`src/rtl/reset_manager_pkg.sv`:
```
// Shared types and constants for the board reset conditioner.
package reset_manager_pkg;

  // Bit 0 of the encoding is the SoC reset level; see reset_manager.
  typedef enum logic [1:0] {
    RUN      = 2'b00,
    HOLD     = 2'b01,
    BTN_WAIT = 2'b11
  } state_t;

  localparam logic [1:0] CAUSE_POR = 2'b00;
  localparam logic [1:0] CAUSE_BTN = 2'b01;
  localparam logic [1:0] CAUSE_WDT = 2'b10;

endpackage

```
`src/rtl/reset_manager_button_debouncer.sv`:
```
// Button synchronizer, polarity normalization and debounce filter.
// Output is the debounced "pressed" level (1 = pressed).
module button_debouncer
  import reset_manager_pkg::*;
#(
  parameter int DEBOUNCE_CYCLES = 270000,
  parameter bit BTN_ACTIVE_LOW  = 1'b1
) (
  input  logic clk,
  input  logic reset,
  input  logic en,
  input  logic btn,
  output logic pressed
);

  localparam int   CNT_W    = $clog2(DEBOUNCE_CYCLES) + 1;
  localparam logic BTN_IDLE = BTN_ACTIVE_LOW;

  logic             sync_p0;
  logic             sync_p1;
  logic             synced_pressed;
  logic [CNT_W-1:0] cnt;

  // Synchronizer stages
  always_ff @(posedge clk or negedge reset) begin
    if (!reset) begin
      sync_p0 <= BTN_IDLE;
      sync_p1 <= BTN_IDLE;
    end else begin
      sync_p0 <= btn;
      sync_p1 <= sync_p0;
    end
  end

  assign synced_pressed = sync_p1 ^ BTN_ACTIVE_LOW;

  // Counter only runs while the synced level disagrees with the debounced one
  always_ff @(posedge clk or negedge reset) begin
    if (!reset) begin
      cnt     <= '0;
      pressed <= 1'b0;
    end else if (en) begin
      if (synced_pressed == pressed) begin
        cnt <= '0;
      end else if (cnt == CNT_W'(DEBOUNCE_CYCLES - 1)) begin
        pressed <= synced_pressed;
        cnt     <= '0;
      end else begin
        cnt <= cnt + CNT_W'(1);
      end
    end
  end

endmodule

```
`src/rtl/reset_manager.sv`:
```
// Board reset conditioner: external reset, debounced button and optional
// watchdog (RESET_MANAGER_WATCHDOG_EN) combined into one SoC reset.
module reset_manager
  import reset_manager_pkg::*;
#(
  parameter int CYCLES          = 20,
  parameter int DEBOUNCE_CYCLES = 270000,
  parameter bit BTN_ACTIVE_LOW  = 1'b1,
  parameter int WDT_CYCLES      = 27000000
) (
  input  logic       clk,
  input  logic       reset,
  input  logic       btn,
  input  logic       wdt_kick,
  output logic       reset_o,
  output logic [1:0] reset_cause
);

  localparam int HOLD_W = $clog2(CYCLES) + 1;

  logic              rst_sync_p0;
  logic              rst_sync_p1;
  logic              en;
  logic              btn_pressed;
  logic              wdt_timeout;
  state_t            state;
  state_t            state_next;
  logic [HOLD_W-1:0] hold_cnt;
  logic [HOLD_W-1:0] hold_cnt_next;
  logic [1:0]        cause_next;

  // Reset release synchronizer stages
  always_ff @(posedge clk or negedge reset) begin
    if (!reset) begin
      rst_sync_p0 <= 1'b0;
      rst_sync_p1 <= 1'b0;
    end else begin
      rst_sync_p0 <= 1'b1;
      rst_sync_p1 <= rst_sync_p0;
    end
  end

  assign en = rst_sync_p1;

  button_debouncer #(
    .DEBOUNCE_CYCLES(DEBOUNCE_CYCLES),
    .BTN_ACTIVE_LOW (BTN_ACTIVE_LOW)
  ) u_button_debouncer (
    .clk    (clk),
    .reset  (reset),
    .en     (en),
    .btn    (btn),
    .pressed(btn_pressed)
  );

`ifdef RESET_MANAGER_WATCHDOG_EN
  localparam int WDT_W = $clog2(WDT_CYCLES) + 1;

  logic [WDT_W-1:0] wdt_cnt;
  logic [WDT_W-1:0] wdt_cnt_next;

  // A kick in the terminal cycle suppresses the timeout
  always_comb begin
    wdt_timeout  = (state == RUN) && !wdt_kick &&
                   (wdt_cnt == WDT_W'(WDT_CYCLES - 1));
    wdt_cnt_next = wdt_cnt + WDT_W'(1);
    if (state != RUN || state_next != RUN || wdt_kick) begin
      wdt_cnt_next = '0;
    end
  end

  always_ff @(posedge clk or negedge reset) begin
    if (!reset) begin
      wdt_cnt <= '0;
    end else if (en) begin
      wdt_cnt <= wdt_cnt_next;
    end
  end
`else
  logic unused_wdt_kick;

  assign unused_wdt_kick = wdt_kick;
  assign wdt_timeout     = 1'b0;
`endif

  always_ff @(posedge clk or negedge reset) begin
    if (!reset) begin
      state       <= HOLD;
      hold_cnt    <= '0;
      reset_cause <= CAUSE_POR;
    end else if (en) begin
      state       <= state_next;
      hold_cnt    <= hold_cnt_next;
      reset_cause <= cause_next;
    end
  end

  // Button has priority over a coincident watchdog timeout
  always_comb begin
    state_next    = state;
    hold_cnt_next = hold_cnt;
    cause_next    = reset_cause;
    case (state)
      HOLD: begin
        if (hold_cnt == HOLD_W'(CYCLES - 1)) begin
          state_next    = RUN;
          hold_cnt_next = '0;
        end else begin
          hold_cnt_next = hold_cnt + HOLD_W'(1);
        end
      end
      RUN: begin
        if (btn_pressed) begin
          state_next = BTN_WAIT;
          cause_next = CAUSE_BTN;
        end else if (wdt_timeout) begin
          state_next    = HOLD;
          hold_cnt_next = '0;
          cause_next    = CAUSE_WDT;
        end
      end
      BTN_WAIT: begin
        if (!btn_pressed) begin
          state_next    = HOLD;
          hold_cnt_next = '0;
        end
      end
      default: begin
        state_next    = HOLD;
        hold_cnt_next = '0;
      end
    endcase
  end

  // Encoding puts the reset level on a single flop bit, so the output is glitch-free
  always_comb begin
    reset_o = state[0];
  end

endmodule

```
`config.mk`:
```
export PLATFORM = sky130hd
export DESIGN_NAME = reset_manager
export DESIGN_NICKNAME = d
export VERILOG_FILES = /design/src/rtl/reset_manager_pkg.sv /design/src/rtl/reset_manager_button_debouncer.sv /design/src/rtl/reset_manager.sv
export SDC_FILE = /design/constraint.sdc
export NUM_CORES = 1
export LEC_CHECK = 0
export BUFFER_PORTS_ARGS = -buffer_cell sky130_fd_sc_hd__buf_4
export CORE_UTILIZATION = 50
export DETAILED_ROUTE_END_ITERATION = 6
export PLACE_DENSITY_LB_ADDON = 0.25
export SLEW_MARGIN = 40
export SYNTH_ARGS = -nofsm -noshare
export SYNTH_HDL_FRONTEND = slang
export SYNTH_SLANG_ARGS = --single-unit
```
`constraint.sdc`:
```
create_clock -name clk -period 4.9 [get_ports clk]
set_clock_uncertainty 0.2 [all_clocks]
set_input_delay 0.735 -clock clk [delete_from_list [all_inputs] [get_ports clk]]
set_output_delay 0.735 -clock clk [all_outputs]
set_load 0.01 [all_outputs]
```
Word-level counts from Yosys, hierarchy flattened --
Cells that the tools add are included.
Word-level totals: input bits 4, word-level logic and storage cells 36, bits in registers 34, output and inout port bits 3
Operators by class: bitwise logic cells 3, add/subtract/negate cells 2, equality and inequality tests 8, muxes and demuxes 9, reductions and logical operators 5
Operators with widths (number):
- 20-bit two-way mux | 2
- 20-bit by 1-bit adder with 20-bit output, second input constant | 1
- 20-bit by 19-bit equality test with 1-bit output, second input constant | 1
- 6-bit case mux with 3 select lines | 1
- 6-bit two-way mux | 2
- 3-bit AND reduction | 3
- 6-bit by 1-bit adder with 6-bit output, second input constant | 1
- 6-bit by 5-bit equality test with 1-bit output, second input constant | 1
- 2-bit two-way mux | 3
- 2-bit case mux with 3 select lines | 1
- 2-bit != test, second input constant | 2
- 4-bit AND reduction | 1
- 1-bit NOT | 3
- 2-bit by 1-bit equality test with 1-bit output, second input constant | 1
- 2-bit equality test, second input constant | 1
- 2-bit zero test | 1
- 2-bit by 1-bit != test with 1-bit output, second input constant | 1
- 1-bit equality test | 1

Logic depth before layout (Yosys ltp) --
depth after elaboration 4, mapped depth 7, mapped depth without buffers 6

Hierarchy --
A second synthesis with hierarchy kept.
Unflattened totals: cell total of the unflattened synthesis 204, area, all modules 1948.1 um^2
Modules (own cells, without submodules):
- button_debouncer | cells each 147, times used 1, area an instance 1377.6 um^2, seq. area each 578.1 um^2
- reset_manager | cells each 57, times used 1, area an instance 570.5 um^2, seq. area each 276.5 um^2

Worst setup path after synthesis --
No wires, ideal clock.
path kind register to register, from register u_button_debouncer.cnt[0], to register u_button_debouncer.cnt[11], clock period less this slack 1952 ps, data arrival time 1628 ps, data required time 4576 ps, slack 2948 ps, stages on the path, launching flop included 8, path buffers 1, cell sequence dfrtp_1 > ha_1 > and4b_1 > nand4_2 > o21a_4 > buf_6 > and3_1 > a211o_1
Between the ends: cells in the longest elaborated chain, start to end 3, elaborated cells on any way between the ends 4, those cells by class add/sub: 1; eq/ne: 1; mux: 2
RTL lines:
- start, declared | RTL line reset_manager_button_debouncer.sv:22 | logic [CNT_W-1:0] cnt;
- start signal, assigned | RTL line reset_manager_button_debouncer.sv:49 | cnt <= cnt + CNT_W'(1);
- 20-bit by 1-bit adder with 20-bit output or 20-bit by 19-bit equality test with 1-bit output (tied branches) | RTL line reset_manager_button_debouncer.sv:49, reset_manager_button_debouncer.sv:45
- 20-bit two-way mux * | RTL line reset_manager_button_debouncer.sv:45 | end else if (cnt == CNT_W'(DEBOUNCE_CYCLES - 1)) begin
- 20-bit two-way mux * | RTL line reset_manager_button_debouncer.sv:43 | if (synced_pressed == pressed) begin
Every way passes the cells marked *; elsewhere a longest branch is shown, timed or not. A chain may end at the register's enable or synchronous reset.

==> reports/qor.tcl <==
set qor(cts_resized) 0
set qor(synthFlopType) {dfrtp_1}
set qor(max-vdd-ir-drop_v) 0.0001625
set qor(cts.sink_count) 34
set qor(critical_path.max_stage_delay_ps) 640
set qor(path_max_fanout) 17
set qor(setup_slack_ps) 2387
set qor(tritoncts) {done}
set qor(root_buffer) {clkbuf_8}
set qor(cp_cell_sequence) {clkinv_1 -> nor2_1 -> o21ai_2 -> o311ai_0}
set qor(grt_use_total_pct) 20.32
set qor(timing.critical_path.arrival_ps) 2470
set qor(initial_core_utilization_pct) 53.98
set qor(rows) 21
set qor(layout_commonest_cell) {dfrtp_1}
set qor(rr_worst_depth) 4
set qor(synth_largest_area_cell) {dfrtp_1}
set qor(crit_path_end_kind) {flop}
set qor(drive_above_1_share_pct) 12.94
set qor(total_power_density_per_cell_area_nw_per_um2) 270.1
set qor(finalCritPeriodShare_pct) 51.29
set qor(report.final.hold_viol_count) 0
set qor(critical_path_class) {flop to flop}
set qor(grt_max_degree) 35
set qor(drt-wirelength-per-cell_um) 14.85
set qor(slew_headroom_pct) 57.54
set qor(synth_simple_gate_area_share_pct) 27.21
set qor(slew_viol_final) 0
set qor(synth_enable_flop_cells) 0
set qor(yosysWarnings) 0
set qor(avgSynthCellArea_sq_um) 9.384
set qor(buffer_ports.inserted) 4
set qor(num-nets-final) 206
set qor(cap_violations) 0
set qor(fin_total_pwr_mw) 0.5327
set qor(grt_first_pass_wirelength_um) 6279
set qor(post_synth_instance_area_sq_um) 1858
set qor(postLayoutCoreUtil_pct) 57.29
set qor(layout.cells.most_common_list) {dfrtp_1, nand2_1, nand3_1, nor2_1, nor3_1}
set qor(io_pins) 7
set qor(post-route-min-period_ps) 2513
set qor(ys_top_cells_by_area) {dfrtp_1, nand3_1, dfstp_2, nand2_1, a211o_1}
set qor(synth_xor_xnor_area_share_pct) 2.828
set qor(async_flop_share_pct) 100.0
set qor(path_buf_inv) 1
set qor(max_clock_freq_ghz) 0.3979
set qor(finalSetupViolCount) 0
set qor(route.detailed.vias_per_inst) 5.972
set qor(die_w_um) 62.96
set qor(hpwlAfterDp_um) 2435
set qor(ant_nets) 0
set qor(worst_skew_pair.late_latency_ps) 290
set qor(firstDrtPassIters) 5
set qor(grt_antenna_before_repair) 0
set qor(die_height_um) 62.96
set qor(required_ps) 4860
set qor(globalRouteOverflowTotal) 0
set qor(route.detailed.drc) 0
set qor(dieArea_sq_um) 3964
set qor(num-fill-cells) 314
set qor(worst-path-stages) 4
set qor(cts.hold.buffers_added) 0
set qor(post_placement_setup_slack_ps) 2404
set qor(place_congestion) 0.8286
set qor(cp_top_family) {compound AO/OA/AOI/OAI gates}
set qor(worst_setup_hold_path_clk_slew_ps) 70
set qor(coreArea_sq_um) 3442
set qor(synth-compound-area-share_pct) 15.62
set qor(yosys.area.top_type_share_pct) 41.75
set qor(grt_pass1_vias) 1436
set qor(area.sequential_sq_um) 854.6
set qor(area.growth.synth_to_final_pct) 6.128
set qor(muxShareOfSynthArea_pct) 1.077
set qor(setup.worst_path.start_class) {flop}
set qor(totalNegativeSetupSlack_ps) 0
set qor(worstHoldPathType) {flop to flop}
set qor(seq_area_frac_synth_pct) 45.99
set qor(num_vias) 1475
set qor(total_area_of_multi_input_combinational_cells_sq_um) 900.9
set qor(leakage_nw) 0.9141
set qor(number_of_nets_produced_by_synthesis) 204
set qor(instance_count_along_the_most_critical_hold_path) 0
set qor(grt_setup_unrepaired) {false}
set qor(synth_top_family_by_area) {simple AND/OR/NAND/NOR gates}
set qor(ctsLongestPathBuffers) 2
set qor(insertedDiodeCount) 0
set qor(cts.repair_timing.setup_buffer_count) 0
set qor(synth.lib_cells_used.distinct) 48
set qor(adder_cell_fraction_of_synth_area_pct) 1.347
set qor(number_of_levels_in_the_clock_h_tree) 2
set qor(outcome) {finished, final reports clean}
set qor(syn_inst) 198
set qor(tightestPinTransition_ps) 636.9
set qor(ffs_latches_synth) 34
set qor(drt-total-wl_um) 3669
set qor(slowest_stage) {dfrtp_1}
set qor(tritoncts.num_buffers) 5
set qor(drt_first_iter_violations) 104
==> power by group <==
part | internal, mW | switching (mW)
Combinational | 0.00781 | 0.0175
Sequential | 0.287 | 0.00762
Clock | 0.113 | 0.0998
Total | 0.408 | 0.125
==> final cells by class <==
class / count / area share (%)
clock inverters: 1 / 0.2538
inverters: 10 / 1.904
multi-input cells: 145 / 45.69
flip-flops and latches: 34 / 43.34
well taps: 46 / 2.919
repair buffers: 4 / 1.523
clock buffers: 7 / 4.378
==> cells in the mapped netlist (all sizes together) (2+ instances only) <==
cell / instances
inv: 9
or3: 2
and3: 10
nor2: 13
nand4: 6
ha: 2
a31oi: 2
clkbuf: 4
a32o: 2
a211o: 8
nand3: 18
o311ai: 2
conb: 2
nand2: 21
buf: 4
dfrtp: 31
a22o: 2
o21ai: 11
mux2i: 2
nor4: 3
xor2: 4
nor3: 12
xnor2: 2
a21o: 3
dfstp: 3
nand3b: 2
a21oi: 3
nor2b: 2
==> path summary, 6_finish.rpt <==
| kind | start | slack, ps | to |
|---|---|---|---|
| worst min-delay path | rst_sync_p0$_DFF_PN0_ | 150 | en$_DFF_PN0_ |
| max in group asynchronous | reset | 3980 | state[0]$_DFFE_PN1P_ |
| worst max-delay path | en$_DFF_PN0_ | 2390 | u_button_debouncer.cnt[13]$_DFFE_PN0P_ |
| worst min register to register | rst_sync_p0$_DFF_PN0_ | 150 | en$_DFF_PN0_ |
| min in group asynchronous | reset | 190 | hold_cnt[1]$_DFFE_PN0P_ |
| worst max register to register | en$_DFF_PN0_ | 2390 | u_button_debouncer.cnt[13]$_DFFE_PN0P_ |
==> registers in the layout (all words and copies together), names as in the netlist <==
| name | count |
|---|---|
| en | 1 |
| hold_cnt | 6 |
| reset_cause | 1 |
| rst_sync_p0 | 1 |
| state | 2 |
| u_button_debouncer.cnt | 20 |
| u_button_debouncer.pressed | 1 |
| u_button_debouncer.sync_p0 | 1 |
| u_button_debouncer.sync_p1 | 1 |
==> worst reg2reg max path, stage by stage (launching register included) <==
cell      delay [ps]
dfrtp_1          640
clkinv_1         550
nor2_1           330
o21ai_2          240
o311ai_0         430
==> per-stage QoR <==
stage	std cells	hold slack (ps)	instance area, sq um
after detailed placement	239	134.7	1881
final	247	148.5	1972
after floorplan	198	131.2	1858
after global routing	247	165.3	1972
after global placement	239	134.1	1881
after CTS	247	150.3	1972
==> cells by family after synthesis <==
group	count (synthesis)
XOR/XNOR	6
other	2
adder cells (fa/ha/maj)	2
AND/OR/NAND/NOR	94
multiplexers	2
AO/OA/AOI/OAI	39
flip-flops	34
buffers and inverters	19
==> layer usage <==
| metal | GRT usage (%) | vias up | part of all wire [%] |
|---|---|---|---|
| met5 | 0 | - | 0 |
| met4 | 9.302 | 0 | 1.6 |
| met3 | 5.109 | 10 | 2.6 |
| met2 | 32.93 | 21 | 48 |
| met1 | 25.26 | 726 | 48 |
| li1 | - | 718 | - |
No activity file was read; power rests on OpenSTA's default activity.
